--- config.mk ---
export PLATFORM = sky130hd
export DESIGN_NAME = quad_gen_flat
export DESIGN_NICKNAME = d
export VERILOG_FILES = /design/src/rtl/quad_gen_if.sv /design/src/rtl/quad_gen.sv /design/src/flat_wrapper.sv
export SDC_FILE = /design/constraint.sdc
export NUM_CORES = 1
export LEC_CHECK = 0
export CAP_MARGIN = 25
export CORE_MARGIN = 2
export CORE_UTILIZATION = 30
export CTS_CLUSTER_DIAMETER = 150
export DETAILED_ROUTE_END_ITERATION = 8
export PLACE_DENSITY_LB_ADDON = 0.25
export SYNTH_ARGS = -nofsm -noshare
export SYNTH_HDL_FRONTEND = slang
export SYNTH_SLANG_ARGS = --single-unit
--- constraint.sdc ---
create_clock -name clk -period 11.8 [get_ports clk]
set_input_delay 2.36 -clock clk [delete_from_list [all_inputs] [get_ports clk]]
set_output_delay 2.36 -clock clk [all_outputs]
set_load 0.02 [all_outputs]
--- src/rtl/quad_gen_if.sv ---
// Register-side control and quadrature output bundle for quad_gen.
interface quad_gen_if #(
  parameter int WIDTH     = 8,
  parameter int DIV_WIDTH = 16
);
  logic [WIDTH-1:0]     target_in;
  logic                 target_load;
  logic [WIDTH-1:0]     pos_in;
  logic                 pos_load;
  logic [DIV_WIDTH-1:0] period;
  logic                 stop;
  logic                 a;
  logic                 b;
  logic [WIDTH-1:0]     position;
  logic                 busy;
  logic                 done;

  modport master (
    output target_in, target_load, pos_in, pos_load, period, stop,
    input  a, b, position, busy, done
  );

  modport slave (
    input  target_in, target_load, pos_in, pos_load, period, stop,
    output a, b, position, busy, done
  );
endinterface

--- src/rtl/quad_gen.sv ---
// Quadrature pattern generator: walks position toward target one A/B edge
// per step, at a programmable step period.
module quad_gen #(
  parameter int WIDTH     = 8,
  parameter int DIV_WIDTH = 16
) (
  input  logic        clk,
  input  logic        reset,
  quad_gen_if.slave   bus
);

  typedef enum logic {IDLE, RUN} state_t;

  state_t               state;
  state_t               state_next;
  logic [WIDTH-1:0]     target;
  logic [WIDTH-1:0]     pos;
  // phase holds {a,b} directly (Gray order), so one bit flips per step
  logic [1:0]           phase;
  logic [DIV_WIDTH-1:0] cnt;
  logic                 done_r;

  logic signed [WIDTH-1:0] diff;
  logic                 reverse;
  logic [DIV_WIDTH-1:0] thr;
  logic                 retarget_hit;
  logic                 step;
  logic [WIDTH-1:0]     pos_step;
  logic [1:0]           phase_step;
  logic [WIDTH-1:0]     tgt_eff;
  logic                 arrive;

  // Step decode: direction, period threshold, step and arrival conditions.
  always_comb begin
    diff         = target - pos;
    reverse      = (diff < 0);
    thr          = (bus.period == '0) ? '0 : bus.period - 1'b1;
    retarget_hit = bus.target_load && (bus.target_in == pos);
    step         = (state == RUN) && !bus.stop && !retarget_hit && (cnt >= thr);
    pos_step     = reverse ? pos - 1'b1 : pos + 1'b1;
    phase_step   = phase;
    case (phase)
      2'b00:   phase_step = reverse ? 2'b01 : 2'b10;
      2'b10:   phase_step = reverse ? 2'b00 : 2'b11;
      2'b11:   phase_step = reverse ? 2'b10 : 2'b01;
      default: phase_step = reverse ? 2'b11 : 2'b00;
    endcase
    // direction comes from the old target; arrival is judged against the
    // target that will be in force after this edge
    tgt_eff      = bus.target_load ? bus.target_in : target;
    arrive       = step && (pos_step == tgt_eff);
  end

  // Next-state logic.
  always_comb begin
    state_next = state;
    case (state)
      IDLE: begin
        if (!bus.stop && !bus.pos_load && bus.target_load && (bus.target_in != pos))
          state_next = RUN;
      end
      RUN: begin
        if (bus.stop || retarget_hit || arrive)
          state_next = IDLE;
      end
      default: state_next = IDLE;
    endcase
  end

  // State register.
  always_ff @(posedge clk or posedge reset) begin
    if (reset) state <= IDLE;
    else       state <= state_next;
  end

  // Datapath: target, position, phase, rate counter and done pulse.
  always_ff @(posedge clk or posedge reset) begin
    if (reset) begin
      target <= '0;
      pos    <= '0;
      phase  <= '0;
      cnt    <= '0;
      done_r <= 1'b0;
    end else begin
      done_r <= 1'b0;
      if (bus.stop) begin
        target <= pos;
        cnt    <= '0;
      end else if (state == IDLE) begin
        if (bus.pos_load) begin
          pos <= bus.pos_in;
        end else if (bus.target_load) begin
          target <= bus.target_in;
          cnt    <= '0;
        end
      end else begin
        if (bus.target_load)
          target <= bus.target_in;
        if (retarget_hit) begin
          cnt    <= '0;
          done_r <= 1'b1;
        end else if (step) begin
          cnt    <= '0;
          pos    <= pos_step;
          phase  <= phase_step;
          done_r <= arrive;
        end else begin
          cnt <= cnt + 1'b1;
        end
      end
    end
  end

  // Outputs, all taken straight from registers.
  always_comb begin
    bus.a        = phase[1];
    bus.b        = phase[0];
    bus.position = pos;
    bus.busy     = (state == RUN);
    bus.done     = done_r;
  end

endmodule

--- src/flat_wrapper.sv ---
// flat-port wrapper written by rule: the top's interface ports become plain ports
module quad_gen_flat 
#(
  parameter int WIDTH     = 8,
  parameter int DIV_WIDTH = 16
)
  (clk, reset, bus_target_in, bus_target_load, bus_pos_in, bus_pos_load, bus_period, bus_stop, bus_a, bus_b, bus_position, bus_busy, bus_done);
  quad_gen_if #(.WIDTH(WIDTH), .DIV_WIDTH(DIV_WIDTH)) bus_i ();
  input  logic clk;
  input  logic reset;
  input wire logic [$bits(bus_i.target_in)-1:0] bus_target_in;
  input wire logic [$bits(bus_i.target_load)-1:0] bus_target_load;
  input wire logic [$bits(bus_i.pos_in)-1:0] bus_pos_in;
  input wire logic [$bits(bus_i.pos_load)-1:0] bus_pos_load;
  input wire logic [$bits(bus_i.period)-1:0] bus_period;
  input wire logic [$bits(bus_i.stop)-1:0] bus_stop;
  output wire logic [$bits(bus_i.a)-1:0] bus_a;
  output wire logic [$bits(bus_i.b)-1:0] bus_b;
  output wire logic [$bits(bus_i.position)-1:0] bus_position;
  output wire logic [$bits(bus_i.busy)-1:0] bus_busy;
  output wire logic [$bits(bus_i.done)-1:0] bus_done;
  assign bus_i.target_in = bus_target_in;
  assign bus_i.target_load = bus_target_load;
  assign bus_i.pos_in = bus_pos_in;
  assign bus_i.pos_load = bus_pos_load;
  assign bus_i.period = bus_period;
  assign bus_i.stop = bus_stop;
  assign bus_a = bus_i.a;
  assign bus_b = bus_i.b;
  assign bus_position = bus_i.position;
  assign bus_busy = bus_i.busy;
  assign bus_done = bus_i.done;
  quad_gen #(.WIDTH(WIDTH), .DIV_WIDTH(DIV_WIDTH)) u_core (.clk(clk), .reset(reset), .bus(bus_i));
endmodule
# Word-level counts from Yosys, hierarchy flattened
# Cells that the tools add are included.
dict set report op_classes {
  add_sub_neg 5
  n_div 0
  n_shift 0
  reduce_logical 20
  order_cmp 2
  mux 28
  n_bitwise 3
  multipliers 0
  eq_ne 8
}
# op n
set ops {}
lappend ops {{16-bit 2-to-1 mux} 7}
lappend ops {{8-bit 2-to-1 mux} 9}
lappend ops {{16-bit by 1-bit adder with 16-bit output, second input constant} 1}
lappend ops {{8-bit == test} 2}
lappend ops {{16-bit greater-or-equal comparator} 1}
lappend ops {{16-bit zero test} 1}
lappend ops {{16-bit by 1-bit subtractor with 16-bit output, second input constant} 1}
lappend ops {{8-bit by 1-bit adder with 8-bit output, second input constant} 1}
lappend ops {{1-bit logical AND} 8}
lappend ops {{8-bit by 1-bit less-than comparator with 1-bit output, second input constant} 1}
lappend ops {{2-bit 2-to-1 mux} 4}
lappend ops {{8-bit inequality test} 1}
lappend ops {{4-bit AND reduction} 2}
lappend ops {{8-bit by 1-bit subtractor with 8-bit output, second input constant} 1}
lappend ops {{8-bit subtractor} 1}
lappend ops {{1-bit 2-to-1 mux} 6}
lappend ops {{2-bit one-hot mux with 3 select lines} 1}
lappend ops {{2-bit == test, second input constant} 2}
lappend ops {{2-bit inequality test, second input constant} 2}
lappend ops {{1-bit zero test} 3}
lappend ops {{3-bit by 1-bit inequality test with 1-bit output, second input constant} 1}
lappend ops {{1-bit NOT} 3}
lappend ops {{3-bit nonzero test} 1}
lappend ops {{2-bit zero test} 1}
lappend ops {{4 further kinds} 5}
dict set report totals {
  in_bits 37
  latch_bits 0
  wordCells 72
  rom_bits 0
  out_inout_bits 12
  mem_count 0
  ff_bits 36
  ramBits 0
}

# Depth between registers and ports, before layout
dict set report logic_depth {
  depth_word 10
  depth_mapped 16
  mapped_depth_nobuf 16
}

# Least setup slack after synthesis
# Ideal clock, no wire load.
dict set report synth_timing {
  kind {input to register}
  startpoint {in bus_period[9]}
  endpoint {reg u_core.cnt[15]}
  path_buffers 1
  path_stages 14
  slack_ns 5.862
  arrival_ns 5.856
  required_ns 11.717
  setup_ns 0.083
  cell_sequence {or4_4 -> or3_4 -> or4_4 -> nand2b_4 -> and2_2 -> ha_1 -> or3b_1 -> o2111ai_1 -> a31o_2 -> a311oi_1 -> or3_1 -> buf_2 -> or3_1 -> o21ai_0}
}
dict set report synth_via {
  elab_chain_len 8
  word_cells_on_any_way 9
  cone_classes {add/sub (1); order compare (1); mux (5); reduce/logical (2)}
}
# item line
set synth_lines {}
lappend synth_lines {{from (decl)} flat_wrapper.sv:15} ;# input wire logic [$bits(bus_i.period)-1:0] bus_period;
lappend synth_lines {{16-bit by 1-bit subtractor with 16-bit output or 16-bit zero test (tied branches)} quad_gen.sv:37} ;# thr = (bus.period == '0) ? '0 : bus.period - 1'b1;
lappend synth_lines {{16-bit 2-to-1 mux *} quad_gen.sv:37}
lappend synth_lines {{16-bit greater-or-equal comparator *} quad_gen.sv:39} ;# step = (state == RUN) && !bus.stop && !retarget_hit && (cnt >= thr);
lappend synth_lines {{1-bit logical AND *} quad_gen.sv:39}
lappend synth_lines {{16-bit 2-to-1 mux *} quad_gen.sv:102} ;# end else if (step) begin
lappend synth_lines {{16-bit 2-to-1 mux *} quad_gen.sv:99} ;# if (retarget_hit) begin
lappend synth_lines {{16-bit 2-to-1 mux *} quad_gen.sv:89} ;# end else if (state == IDLE) begin
lappend synth_lines {{16-bit 2-to-1 mux *} quad_gen.sv:86} ;# if (bus.stop) begin
lappend synth_lines {{to (signal assigned)} quad_gen.sv:108} ;# cnt <= cnt + 1'b1;
lappend synth_lines {{to (decl)} quad_gen.sv:20} ;# logic [DIV_WIDTH-1:0] cnt;
# Every way passes the cells marked *; elsewhere a longest branch is shown, timed or not.
# A chain may end at the register's enable or synchronous reset.

# Worst setup path in the final report
dict set report layout_timing {
  startpoint {in bus_period[7]}
  endpoint {reg u_core.pos[7], in the netlist u_core.bus.position[7]}
}
dict set report layout_via {
  elab_chain_len 6
  word_cells_on_any_way 7
  cone_classes {add/sub (1); order compare (1); eq/ne (1); mux (1); reduce/logical (3)}
}
# item line
set layout_lines {}
lappend layout_lines {{16-bit by 1-bit subtractor with 16-bit output or 16-bit zero test (tied branches)} quad_gen.sv:37}
lappend layout_lines {{16-bit 2-to-1 mux *} quad_gen.sv:37}
lappend layout_lines {{16-bit greater-or-equal comparator *} quad_gen.sv:39}
lappend layout_lines {{1-bit logical AND *} quad_gen.sv:39}
lappend layout_lines {{2-bit inequality test (no source line) *} n/a}
lappend layout_lines {{4-bit AND reduction (no source line) *} n/a}
lappend layout_lines {{to (signal assigned)} quad_gen.sv:91} ;# pos <= bus.pos_in;
lappend layout_lines {{to (signal assigned)} quad_gen.sv:104} ;# pos <= pos_step;
lappend layout_lines {{to (decl)} quad_gen.sv:17} ;# logic [WIDTH-1:0] pos;
# Marks and branches as above.

==> flow_summary_export.csv <==
group,metric,value,unit
place,place_area,0.00388,sq mm
synthesis,yosysTopAreaCell,"dfrtp_1",
hold_path,hold_class,"register to register",
critical_path,r2r-end,"u_core.bus.done",
detailed_routing,wl_per_cell,14.7,um
pwr,peakVddDrop,223,uV
critical_path,slowest_stage,"or4_4",
final_layout,num-nets-final,484,
floorplanning,core,0.0107,sq mm
critical_path,critical_path.cell_chain,"clkdlybuf4s50_1, or4_4, or3_4, or4_4, nand2b_4, and2_2, ha_1, or3b_1, o2111ai_1, a31o_2, a311o_1, a21oi_1, nor2_4, mux2_2",
critical_path,reg2reg_slack,7.27,ns
timing,worstMarginPinSlew,0.684,ns
critical_path,r2r-start,"u_core.bus.position[6]",
synthesis,syn_avg_cell_area,8.88,sq um
timing,setup_viol,0,
pwr,power.switching,483,uW
clock_tree,cts_resized,0,
critical_path,setup.worst_path.start,"bus_period[7]",
synthesis,ys.flop_type,"dfrtp_1",
clock_tree,clock-sinks,36,
floorplanning,die_y,108,um
detailed_routing,vias_per_cell,5.07,
place,gp_congestion,0.909,
timing,layout_min_cycle_time,6.56,ns
pwr,p_leak,1.81,nW
synthesis,ys_types,59,
clock_tree,clock_latency,0.29,ns
critical_path,criticalPathCategory,"input port to register",
clock_tree,cts_root_buf,"clkbuf_8",
clock_tree,ctsHoldBuffers,0,
detailed_routing,dr.first_iter.drc_count,135,
clock_tree,postCtsSetupRepairBufs,0,
place,port_buffers,48,
pwr,seqPwrFrac,17.2,%
timing,timing.slew.headroom,54.4,%
job,maxCapViolations,0,
timing,rsz0062_at_grt,"false",
detailed_routing,firstDrtPassIters,4,
critical_path,cp_common_cell,"or4_4",
final_layout,final_layout_size_suffix_gt1_share,5.80,%
synthesis,yosysMostFrequentCell,"dfrtp_1",
timing,hold_violations,0,
synthesis,syn_inst,366,
pwr,p_comb_share,73.7,%
global_routing,grt_pass1_wl,13.6,mm
synthesis,synth_nets,436,
pwr,power.density,269,mW/mm^2
timing,max_freq,152,MHz
critical_path,endpoint_kind,"register",
detailed_routing,wl,8.14,mm
global_routing,antenna_found_initial,0,
floorplanning,design.portCount,49,
timing,fin_tns_setup,0,ns
global_routing,grt_util_all_layers,14.5,%
final_layout,area_delta_synth_final,22.4,%
outcome,outcome,"finished clean",
pwr,clkPwrFrac,9.1,%
synthesis,synth_commonest_cells,"dfrtp_1, ha_1, nand2_1",
pwr,internal_power,587,uW
global_routing,grt.overflow.total,0,
hold_path,hp-start,"u_core.cnt[9]",
clock_tree,ctsHtreeMaxLevel,2,
floorplanning,start_util,30.4,%
synthesis,synth.area.top_cells,"dfrtp_1, ha_1, xor2_1",
timing,slew_viol_final,0,
floorplanning,dieArea,0.0117,sq mm
clock_tree,tritoncts,"done",
detailed_routing,antenna_left,0,
critical_path,reg2regPathDepth,16,
detailed_routing,routed-via-count,2809,
critical_path,crit_fanout,14,
hold_path,hold_depth,1,
synthesis,ys_ff_latch,36,
final_layout,final_area,0.00398,sq mm
detailed_routing,drc,0,
synthesis,synth-edff-count,0,
synthesis,netlist_area,0.00325,sq mm
synthesis,yosysSeqAreaShare,27.7,%
timing,skew,0.00863,ns
final_layout,diodes,0,
global_routing,grt_pass1_vias,2807,
floorplanning,std_cell_rows,38,
clock_tree,numCtsBuffers,5,
critical_path,cp_top_family,"simple AND/OR/NAND/NOR gates",
critical_path,crit_buf_inv,1,
pwr,p_sw_share,45.2,%
clock_tree,clk_path_buf_depth,2,
synthesis,ys_warn_count,0,
floorplanning,die_w,108,um
critical_path,cp.arrival,6.74,ns
place,hpwl,6.34,mm
critical_path,required,11.97,ns
synthesis,synthArstFlopShare,100,%
hold_path,min_to,"u_core.cnt[9]",
synthesis,synth.top_cell.area_share,27.7,%
global_routing,grt_start_max_net_pins,37,
critical_path,start_kind,"input port",
timing,layout_worst_path_cycle_share,55.6,%
critical_path,max_stage_delay,0.55,ns
clock_tree,clk_pin_slew,0.07,ns
-- sequential cells by signal (all words and copies together), names as in the netlist --
name / cells
u_core.cnt: 16
u_core.bus.position: 8
u_core.target: 8
u_core.phase: 2
u_core.bus.busy: 1
u_core.bus.done: 1
-- logic make-up (layout without fill, tap and decap cells) --
logic type      count (synthesis)  in the layout  synth area share (%)
compound gates                 91             91                  17.9
xor+xnor                       39             39                  11.8
fa+ha+maj                      33             33                  12.9
buf+inv                        27             75                  3.54
flops                          36             36                  27.7
mux                            21             21                  6.58
simple gates                  119            119                  19.5
-- final cells by class --
| cell class | instances | area, sq um |
|---|---|---|
| clock buffer | 7 | 96.3 |
| multi-input combinational | 303 | 2240 |
| tap | 140 | 175 |
| inverter | 17 | 63.8 |
| sequential | 36 | 901 |
| fill | 1109 | 6720 |
| timing repair buffer | 51 | 507 |
-- how the worst max path moves through the flow --
stage / to / slack (ns) / cells after the start
after floorplan: u_core.cnt[15] / 5.86 / 14
after global placement: u_core.cnt[9] / 4.75 / 14
after detailed placement: u_core.bus.position[7] / 4.93 / 14
after CTS: u_core.bus.position[7] / 5.23 / 14
after global routing: u_core.cnt[14] / 5.03 / 15
final: u_core.bus.position[7] / 5.24 / 14
-- cells in the final DEF (no fill, tap or decap), types with 2 or more instances in the layout --
cell type	instances
a21o_1	8
a21oi_1	27
a22o_1	2
a22oi_1	3
a31oi_1	12
a41oi_1	3
and3_1	9
buf_4	2
clkbuf_8	7
clkdlybuf4s50_1	48
dfrtp_1	36
ha_1	32
inv_1	16
mux2_2	3
mux2i_1	18
nand2_1	31
nand2b_1	8
nand3_1	14
nand4_1	3
nor2_1	19
nor2b_1	5
nor3_1	8
nor4_1	5
o21a_1	2
o21ai_0	15
o22ai_1	7
or3_1	3
or4_4	2
xnor2_1	10
xnor3_1	3
xor2_1	26
-- power by group through the flow --
stage,Clock [mW],Sequential [mW],Combinational [mW]
finish,0.0978,0.184,0.788
global route,0.107,0.189,0.872
global placement,0,0.186,0.780
floorplan,0,0.192,0.606
detailed placement,0,0.187,0.792
CTS,0.100,0.185,0.794
-- worst reg2reg max path, delay by kind of cell (launching register included) --
family / cells / cell delay, ns
compound gates: 6 / 1.42
xor+xnor: 3 / 1.12
fa+ha+maj: 2 / 0.65
buf+inv: 2 / 0.37
flops: 1 / 0.45
simple gates: 3 / 0.48
-- stage by stage --
stage / setup WS (ns) / power (mW) / hold WS, ns / util [%] / instances
after CTS: 5.23 / 1.08 / 0.549 / 37.2 / 554
after detailed placement: 4.93 / 0.979 / 0.517 / 36.3 / 547
after global placement: 4.75 / 0.966 / 0.504 / 36.2 / 546
after floorplan: 5.86 / 0.798 / 0.471 / - / 366
final: 5.24 / 1.07 / 0.539 / 37.2 / 554
after global routing: 5.03 / 1.17 / 0.575 / 37.2 / 554
-- layer usage --
metal	share of wire (%)	track usage, %	vias to the layer above
met2	47	25.7	61
met3	4.2	2.17	8
met1	48	18.6	1306
met4	1.2	3.48	0
li1	-	-	1434
met5	0	0	-
(Power assumes the default switching activity.)
